==> src/rtl/shiftrows_sequencer.sv <==
// Cycle sequencer for the 8-bit ShiftRows permutation unit: accepts gap-free 16-byte
// blocks, schedules the tap select c3 and output framing LAT cycles behind the input.
//
// state   | meaning
// S_IDLE  | no block in flight, waiting for byte 0
// S_RUN   | accepting a block; every cycle must carry a byte
// S_DRAIN | input closed, flushing tokens of complete blocks
module shiftrows_sequencer #(
    parameter int          LAT     = 12,
    parameter logic [31:0] SEL_LUT = 32'h000424E4
) (
    input  logic       clk,
    input  logic       rst_n,
    input  logic       in_valid,
    output logic       in_ready,
    input  logic       blk_last,
    input  logic       sr_en,
    output logic [1:0] c3,
    output logic       out_valid,
    output logic       out_first,
    output logic       out_last,
    output logic       busy,
    output logic       err_underrun
);

    localparam int DL = LAT - 1;

    typedef enum logic [1:0] {
        S_IDLE  = 2'd0,
        S_RUN   = 2'd1,
        S_DRAIN = 2'd2
    } state_t;

    state_t        r_state;
    state_t        w_next;
    logic [3:0]    r_in_ptr;
    logic          r_sr_lat;
    logic          r_err;
    logic [DL-1:0] r_dl_vld;
    logic [DL-1:0] r_dl_sr;
    logic [3:0]    r_dl_k [DL];
    logic [1:0]    r_c3;
    logic          r_out_valid;
    logic          r_out_first;
    logic          r_out_last;

    logic          w_accept;
    logic          w_underrun;
    logic          w_tok_sr;
    logic          w_emit;
    logic [1:0]    w_slot_c3;
    logic [DL-1:0] w_kill;

    assign w_accept   = in_valid & in_ready;
    assign w_underrun = (r_state == S_RUN) & ~in_valid;
    assign w_tok_sr   = (r_in_ptr == 4'd0) ? sr_en : r_sr_lat;

    // The partial block's tokens are the r_in_ptr most recent entries of the line.
    always_comb begin
        w_kill = '0;
        for (int i = 0; i < DL; i++) begin
            if (w_underrun && (i < int'(r_in_ptr))) begin
                w_kill[i] = 1'b1;
            end
        end
    end

    assign w_emit    = r_dl_vld[DL-1] & ~w_kill[DL-1];
    assign w_slot_c3 = SEL_LUT[{r_dl_k[DL-1], 1'b0} +: 2];

    always_ff @(posedge clk or negedge rst_n) begin
        if (!rst_n) begin
            r_state <= S_IDLE;
        end else begin
            r_state <= w_next;
        end
    end

    always_comb begin
        w_next = r_state;
        case (r_state)
            S_IDLE: begin
                if (in_valid) w_next = S_RUN;
            end
            S_RUN: begin
                if (!in_valid) begin
                    w_next = S_DRAIN;
                end else if ((r_in_ptr == 4'd15) && blk_last) begin
                    w_next = S_DRAIN;
                end
            end
            S_DRAIN: begin
                if (!(|r_dl_vld)) w_next = S_IDLE;
            end
            default: w_next = S_IDLE;
        endcase
    end

    always_comb begin
        in_ready = (r_state != S_DRAIN);
        busy     = (r_state != S_IDLE);
    end

    always_ff @(posedge clk or negedge rst_n) begin
        if (!rst_n) begin
            r_in_ptr <= 4'd0;
            r_sr_lat <= 1'b0;
            r_err    <= 1'b0;
        end else begin
            if (w_underrun) begin
                r_in_ptr <= 4'd0;
                r_err    <= 1'b1;
            end else if (w_accept) begin
                r_in_ptr <= r_in_ptr + 4'd1;
            end
            if (w_accept && (r_in_ptr == 4'd0)) begin
                r_sr_lat <= sr_en;
            end
        end
    end

    always_ff @(posedge clk or negedge rst_n) begin
        if (!rst_n) begin
            r_dl_vld <= '0;
            r_dl_sr  <= '0;
            for (int i = 0; i < DL; i++) begin
                r_dl_k[i] <= 4'd0;
            end
        end else begin
            r_dl_vld[0] <= w_accept;
            r_dl_sr[0]  <= w_tok_sr;
            r_dl_k[0]   <= r_in_ptr;
            for (int i = 1; i < DL; i++) begin
                r_dl_vld[i] <= r_dl_vld[i-1] & ~w_kill[i-1];
                r_dl_sr[i]  <= r_dl_sr[i-1];
                r_dl_k[i]   <= r_dl_k[i-1];
            end
        end
    end

    always_ff @(posedge clk or negedge rst_n) begin
        if (!rst_n) begin
            r_c3        <= 2'b00;
            r_out_valid <= 1'b0;
            r_out_first <= 1'b0;
            r_out_last  <= 1'b0;
        end else begin
            r_out_valid <= w_emit;
            r_out_first <= w_emit & (r_dl_k[DL-1] == 4'd0);
            r_out_last  <= w_emit & (r_dl_k[DL-1] == 4'd15);
            r_c3        <= (w_emit && r_dl_sr[DL-1]) ? w_slot_c3 : 2'b00;
        end
    end

    assign c3           = r_c3;
    assign out_valid    = r_out_valid;
    assign out_first    = r_out_first;
    assign out_last     = r_out_last;
    assign err_underrun = r_err;

endmodule

==> config.mk <==
export PLATFORM = sky130hd
export DESIGN_NAME = shiftrows_sequencer
export DESIGN_NICKNAME = d
export VERILOG_FILES = /design/src/rtl/shiftrows_sequencer.sv
export SDC_FILE = /design/constraint.sdc
export NUM_CORES = 1
export LEC_CHECK = 0
export ABC_CLOCK_PERIOD_IN_PS = 1900
export CAP_MARGIN = 20
export CORE_AREA = 2 2 78 80
export DETAILED_ROUTE_END_ITERATION = 8
export DIE_AREA = 0 0 80 82
export PLACE_DENSITY_LB_ADDON = 0.12
export SLEW_MARGIN = 20
export SYNTH_ARGS = -nofsm -noshare
export SYNTH_HDL_FRONTEND = slang
export SYNTH_SLANG_ARGS = --single-unit
==> constraint.sdc <==
create_clock -name clk -period 1.9 [get_ports clk]
set_input_delay 0.38 -clock clk [delete_from_list [all_inputs] [get_ports clk]]
set_output_delay 0.38 -clock clk [all_outputs]
set_load 0.02 [all_outputs]
# Yosys cells after proc, flatten, opt, wreduce, memory -nomap -nowiden
# Cells that the tools add are included.
# W data, S select, Z words.
dict set report word_totals {
  regBits 79
  input_bits 5
  out_inout_bits 8
  elab_cells 110
}
dict set report classes {
  addsub 1
  order_cmp 11
  n_eq_ne 8
  n_shift 1
  mux 20
  n_bitwise 27
  reduce_logical 21
}
# cell n
set op_table {}
lappend op_table {{$shiftx A32 B6 Y2 const A} 1}
lappend op_table {{$lt A3 B4 Y1 const A} 4}
lappend op_table {{$and A1 B1 Y1} 15}
lappend op_table {{$logic_and A1 B1 Y1} 14}
lappend op_table {{$lt A4 B4 Y1 const A} 3}
lappend op_table {{$mux W1} 12}
lappend op_table {{$not A1 Y1} 12}
lappend op_table {{$reduce_or A11 Y1} 1}
lappend op_table {{$mux W2} 5}
lappend op_table {{$eq A4 B4 Y1 const B} 2}
lappend op_table {{$logic_not A4 Y1} 2}
lappend op_table {{$lt A1 B4 Y1 const A} 2}
lappend op_table {{$lt A2 B4 Y1 const A} 2}
lappend op_table {{$mux W4} 2}
lappend op_table {{$ne A2 B2 Y1 const B} 3}
lappend op_table {{$pmux W2 S3} 1}
lappend op_table {{$add A4 B1 Y4 const B} 1}
lappend op_table {{$reduce_bool A2 Y1} 2}
lappend op_table {{$ne A3 B2 Y1 const B} 1}
lappend op_table {{$reduce_and A3 Y1} 1}
lappend op_table {{$eq A2 B1 Y1 const B} 1}
lappend op_table {{$eq A2 B2 Y1 const B} 1}
lappend op_table {{$logic_not A2 Y1} 1}

# Logic depth before layout (Yosys ltp)
dict set report logic_depth {
  ltp_word 8
  mapped_depth 5
  ltp_nobuf 5
}

# Worst setup path after synthesis
# No wires, ideal clock.
dict set report synth_path {
  kind {reg2reg}
  from {reg r_in_ptr[1]}
  to {reg r_sr_lat}
  setup_time_ps 125
  arrival_time_ps 1306
  t_required_ps 1775
  path_slack_ps 470
  path_stages_with_launch 6
  n_path_buf 0
  cell_sequence {dfrtp_1 -> inv_1 -> ha_1 -> nor3b_1 -> nand3_1 -> mux2_2}
}
dict set report synth_between {
  elab_chain_len 2
}
# item line
set synth_lines {}
lappend synth_lines {{start, declared} 36} ;# logic [3:0] r_in_ptr;
lappend synth_lines {{start signal, assigned} 114} ;# r_in_ptr <= r_in_ptr + 4'd1;
lappend synth_lines {{$logic_not A4 Y1} 116} ;# if (w_accept && (r_in_ptr == 4'd0)) begin
lappend synth_lines {{$logic_and A1 B1 Y1} 116}
lappend synth_lines {{end signal, assigned} 117} ;# r_sr_lat <= sr_en;
lappend synth_lines {{end, declared} 37} ;# logic r_sr_lat;
# No other way between the ends.
# A chain may end at the register's enable or synchronous reset.

# Worst setup path in the final report
dict set report layout_path {
  from {reg r_state[1]}
  to {out busy}
}
dict set report layout_between {
  elab_chain_len 1
}
# item line
set layout_lines {}
lappend layout_lines {{start, declared} 34} ;# state_t r_state;
lappend layout_lines {{start signal, assigned} 75} ;# r_state <= w_next;
lappend layout_lines {{$reduce_bool A2 Y1} 101} ;# busy = (r_state != S_IDLE);
lappend layout_lines {{end, declared} 22} ;# output logic busy,
# No other way between the ends.

==> summary.md <==
| Metric | Value |
|---|---|
| Synthesized area | `around 0.0025 mm2` |
| Arrival time worst endpoint | `about 1.4 ns` |
| Worst hold path depth | `0` |
| H-tree lvl count | `3` |
| PortBufs | `12` |
| Synth cell count leaders | `dfrtp_1 (79), o21a_1 (9), a21oi_1 (8), nor2_1 (8), inv_1 (6)` |
| Clock Path Buffers | `2` |
| Die W | `roughly 80 um` |
| DPL Wire Length | `2680 um` |
| Status | `completed` |
| Synth cell types | `34` |
| Final Setup Violations | `0` |
| FP Rows | `28` |
| Via/cell ratio | `approximately 4.9` |
| ANT nets after route | `0` |
| Drt initial violations | `66` |
| Post-synthesis sequential area ratio | `between 70% and 80%` |
| Crit-path max FO | `3` |
| Post-synthesis register bit count | `79` |
| Die Ht | `between 80 and 90 um` |
| Most used flip-flop cell after synthesis | `dfrtp_1` |
| Total Negative Setup Slacks | `0 ns` |
| Worst path cell trace | `or2_2, dlygate4sd2_1` |
| Synth area leader | `dfrtp_1` |
| Psw | `1.42 mW` |
| Fraction of layout cells with a size suffix above 1 | `18.6%` |
| Critical path origin | `r_state[1]$_DFFE_PN0P_` |
| Reg2Reg Launch Point | `r_in_ptr[0]$_DFFE_PN0P_` |
| Final Hold Viols | `0` |
| Antenna cell count | `0` |
| Clk_skew | `roughly 0.007 ns` |
| Area of the die | `~0.0066 mm2` |
| Min Tclk post-route | `1.73 ns` |
| CP Capture Type | `output port` |
| Net count, final | `201` |
| Top delay family on crit path | `flip-flops` |
| Clk sinks | `79` |
| Synth warn | `0` |
| R2r setup slk | `between 0.2 and 0.3 ns` |
| P_int | `around 3.3 mW` |
| Remaining global-route overflow | `0` |
| Vias in the first global route | `roughly 1300` |
| Routed len/inst | `about 14 um` |
| Worst-Margin Slew | `between 0.4 and 0.5 ns` |
| Max Used Layer | `met4` |
| CTS root buf | `clkbuf_8` |
| Hold Crit Class | `reg2reg` |
| RSZ-0062 raised after global routing | `false` |
| Comb pwr share | `around 20%` |
| Synth async-reset ratio | `100%` |
| Num ports | `13` |
| Total Routing Usage GR | `between 10% and 20%` |
| Required @ worst endpoint | `1.52 ns` |
| Achievable frequency | `between 500 and 600 MHz` |
| Largest net degree at the start of global routing | `32` |
| Worst Reg-to-Reg Cells | `5` |
| Via count | `about 1300` |
| Setup CP Type | `reg2out` |
| Number of synthesized flops with an enable pin | `0` |
| Drt total wl | `3960 um` |
| Post-Syn Nets | `around 170` |
| Sequential power share | `57.0%` |
| WHS | `~0.35 ns` |
| Worst hold path endpoint | `r_dl_k[26]$_DFF_PN0_` |
| P&R area growth vs syn | `18.3%` |
| CTS tree | `yes` |
| Initial Util | `a little over two fifths` |
| Hold Crit Start | `r_dl_k[30]$_DFF_PN0_` |
| Relative slew slack | `about 68%` |
| Max Cap Violations | `0` |
| Sw Share | `a little under a third` |
| Initial antenna violation count | `0` |
| Final critical-path share of the clock period | `between 90% and 100%` |
| Leading cell type by number of instances after synthesis | `dfrtp_1` |
| Cts bufs inserted | `9` |
| CP max stage delay | `about 0.40 ns` |
| P per Cell Area | `around 1600 mW/mm2` |
| Clk pwr share | `about a quarter` |
| Top-area cell type share of the netlist area | `roughly four fifths` |
| Worst-Skew Late Latency | `around 0.34 ns` |
| Max Slew Vio Count | `0` |
| Metal3 WL | `around 130 um` |
| Fillers | `500` |
| Syn avg cell area | `approximately 15 um2` |
| Ranking of synthesized cells by area | `dfrtp_1 (79%), o21a_1 (2.7%), a21oi_1 (1.6%)` |
| # DRC | `0` |
| Met2 WL post-DR | `about 1800 um` |
| FF-to-FF End | `r_sr_lat$_DFFE_PN0P_` |
| Worst path bufs/invs | `1` |
| M1 WL | `1880 um` |
| Routability cong. | `just over 0.8` |
| Clk slew on worst S/H paths | `roughly 0.08 ns` |
| # Post-CTS Setup Buffers | `0` |
| DRT Pass-1 Iters | `4` |
| First-pass GRT wire length | `around 6700 um` |
| Peak supply drop | `roughly 0.00080 V` |
| Core Box Area | `approximately 0.0057 mm2` |
| Leakage | `roughly 1.4 nW` |
| Post-Syn Instances | `around 160` |
| Type of origin of the critical path | `flop` |
| Slowest CP cell | `dfrtp_1` |
-- power groups by stage --
stage                     sequential [mW]  clock, mW  combinational [mW]
after floorplan                      2.65          0               0.588
final                                2.70       1.11               0.924
after global routing                 2.78       1.23                1.03
after detailed placement             2.73          0               0.937
after global placement               2.72          0               0.904
after CTS                            2.71       1.15               0.932
-- what timing repair did --
action | in CTS | in global routing
resized for setup | 2 | 0
hold buffers | 1 | 0
hold endpoints to repair | 28 | 0
endpoints found under the setup margin | 2 | 0
-- cell usage in the layout, fill, tap and decap left out, types with 2 or more instances in the layout --
cell | netlist | final
a21oi_1 | 8 | 8
a31oi_1 | 2 | 2
and2_1 | 2 | 2
buf_4 | 0 | 16
clkbuf_8 | 0 | 9
clkdlybuf4s50_1 | 0 | 9
clkinv_4 | 0 | 2
dfrtp_1 | 79 | 79
dlygate4sd2_1 | 0 | 2
ha_1 | 2 | 2
inv_1 | 6 | 6
inv_6 | 0 | 3
mux2_2 | 2 | 2
nand2_1 | 3 | 3
nand2b_1 | 5 | 5
nand3_1 | 4 | 4
nor2_1 | 8 | 8
nor3_1 | 3 | 3
nor4_1 | 2 | 2
nor4b_1 | 2 | 2
o21a_1 | 9 | 9
o21ai_0 | 4 | 4
-- sequential cells by signal, summed over array words and instances (netlist names) --
name          cells
c3                2
err_underrun      1
out_first         1
out_last          1
out_valid         1
r_dl_k           44
r_dl_sr          11
r_dl_vld         11
r_in_ptr          4
r_sr_lat          1
r_state           2
-- stage by stage --
| step | setup slack (ns) | cell area (um2) | utilization (%) | power, mW | instances |
|---|---|---|---|---|---|
| finish | 0.168 | 2970 | 51.7 | 4.73 | 274 |
| global placement | 0.0330 | 2780 | 48.4 | 3.62 | 257 |
| detailed placement | -0.0255 | 2780 | 48.4 | 3.67 | 257 |
| CTS | 0.147 | 2970 | 51.7 | 4.79 | 274 |
| global route | 0.101 | 2970 | 51.7 | 5.03 | 274 |
| floorplan | 0.470 | 2510 | - | 3.24 | 162 |
-- cell type report --
type                    count  area, um2  share of cell area, %
well taps                  75       93.8                   3.16
inverters                   6       22.5                  0.759
repair buffers             28        238                   8.01
multi-input cells          70        459                   15.5
clock buffers              10        128                   4.30
flip-flops and latches     79       1980                   66.6
clock inverters             6       51.3                   1.73
-- cell families (layout without fill, tap and decap cells) --
family | after synthesis | after routing | share of synthesized area [%]
multiplexers | 3 | 3 | 1.30
AND/OR/NAND/NOR | 36 | 36 | 8.08
AO/OA/AOI/OAI | 28 | 28 | 7.58
XOR/XNOR | 1 | 1 | 0.349
adder cells (fa/ha/maj) | 2 | 2 | 0.997
buffers and inverters | 13 | 50 | 2.94
flip-flops | 79 | 79 | 78.8
-- how the worst max path moves through the flow --
stage / endpoint / slack [ns] / cells past startpoint
detailed placement: r_dl_vld[9]$_DFF_PN0_ / -0.03 / 4
global route: r_sr_lat$_DFFE_PN0P_ / 0.10 / 5
global placement: r_dl_vld[9]$_DFF_PN0_ / 0.03 / 4
floorplan: r_sr_lat$_DFFE_PN0P_ / 0.47 / 5
finish: busy / 0.17 / 2
CTS: busy / 0.15 / 2
-- per-layer routing --
metal	track usage [%]	vias to the layer above
met5	0	-
met4	10.2	0
met3	4.07	14
met2	20.8	33
met1	18.7	679
li1	-	611
No activity file was read; power rests on OpenSTA's default activity.
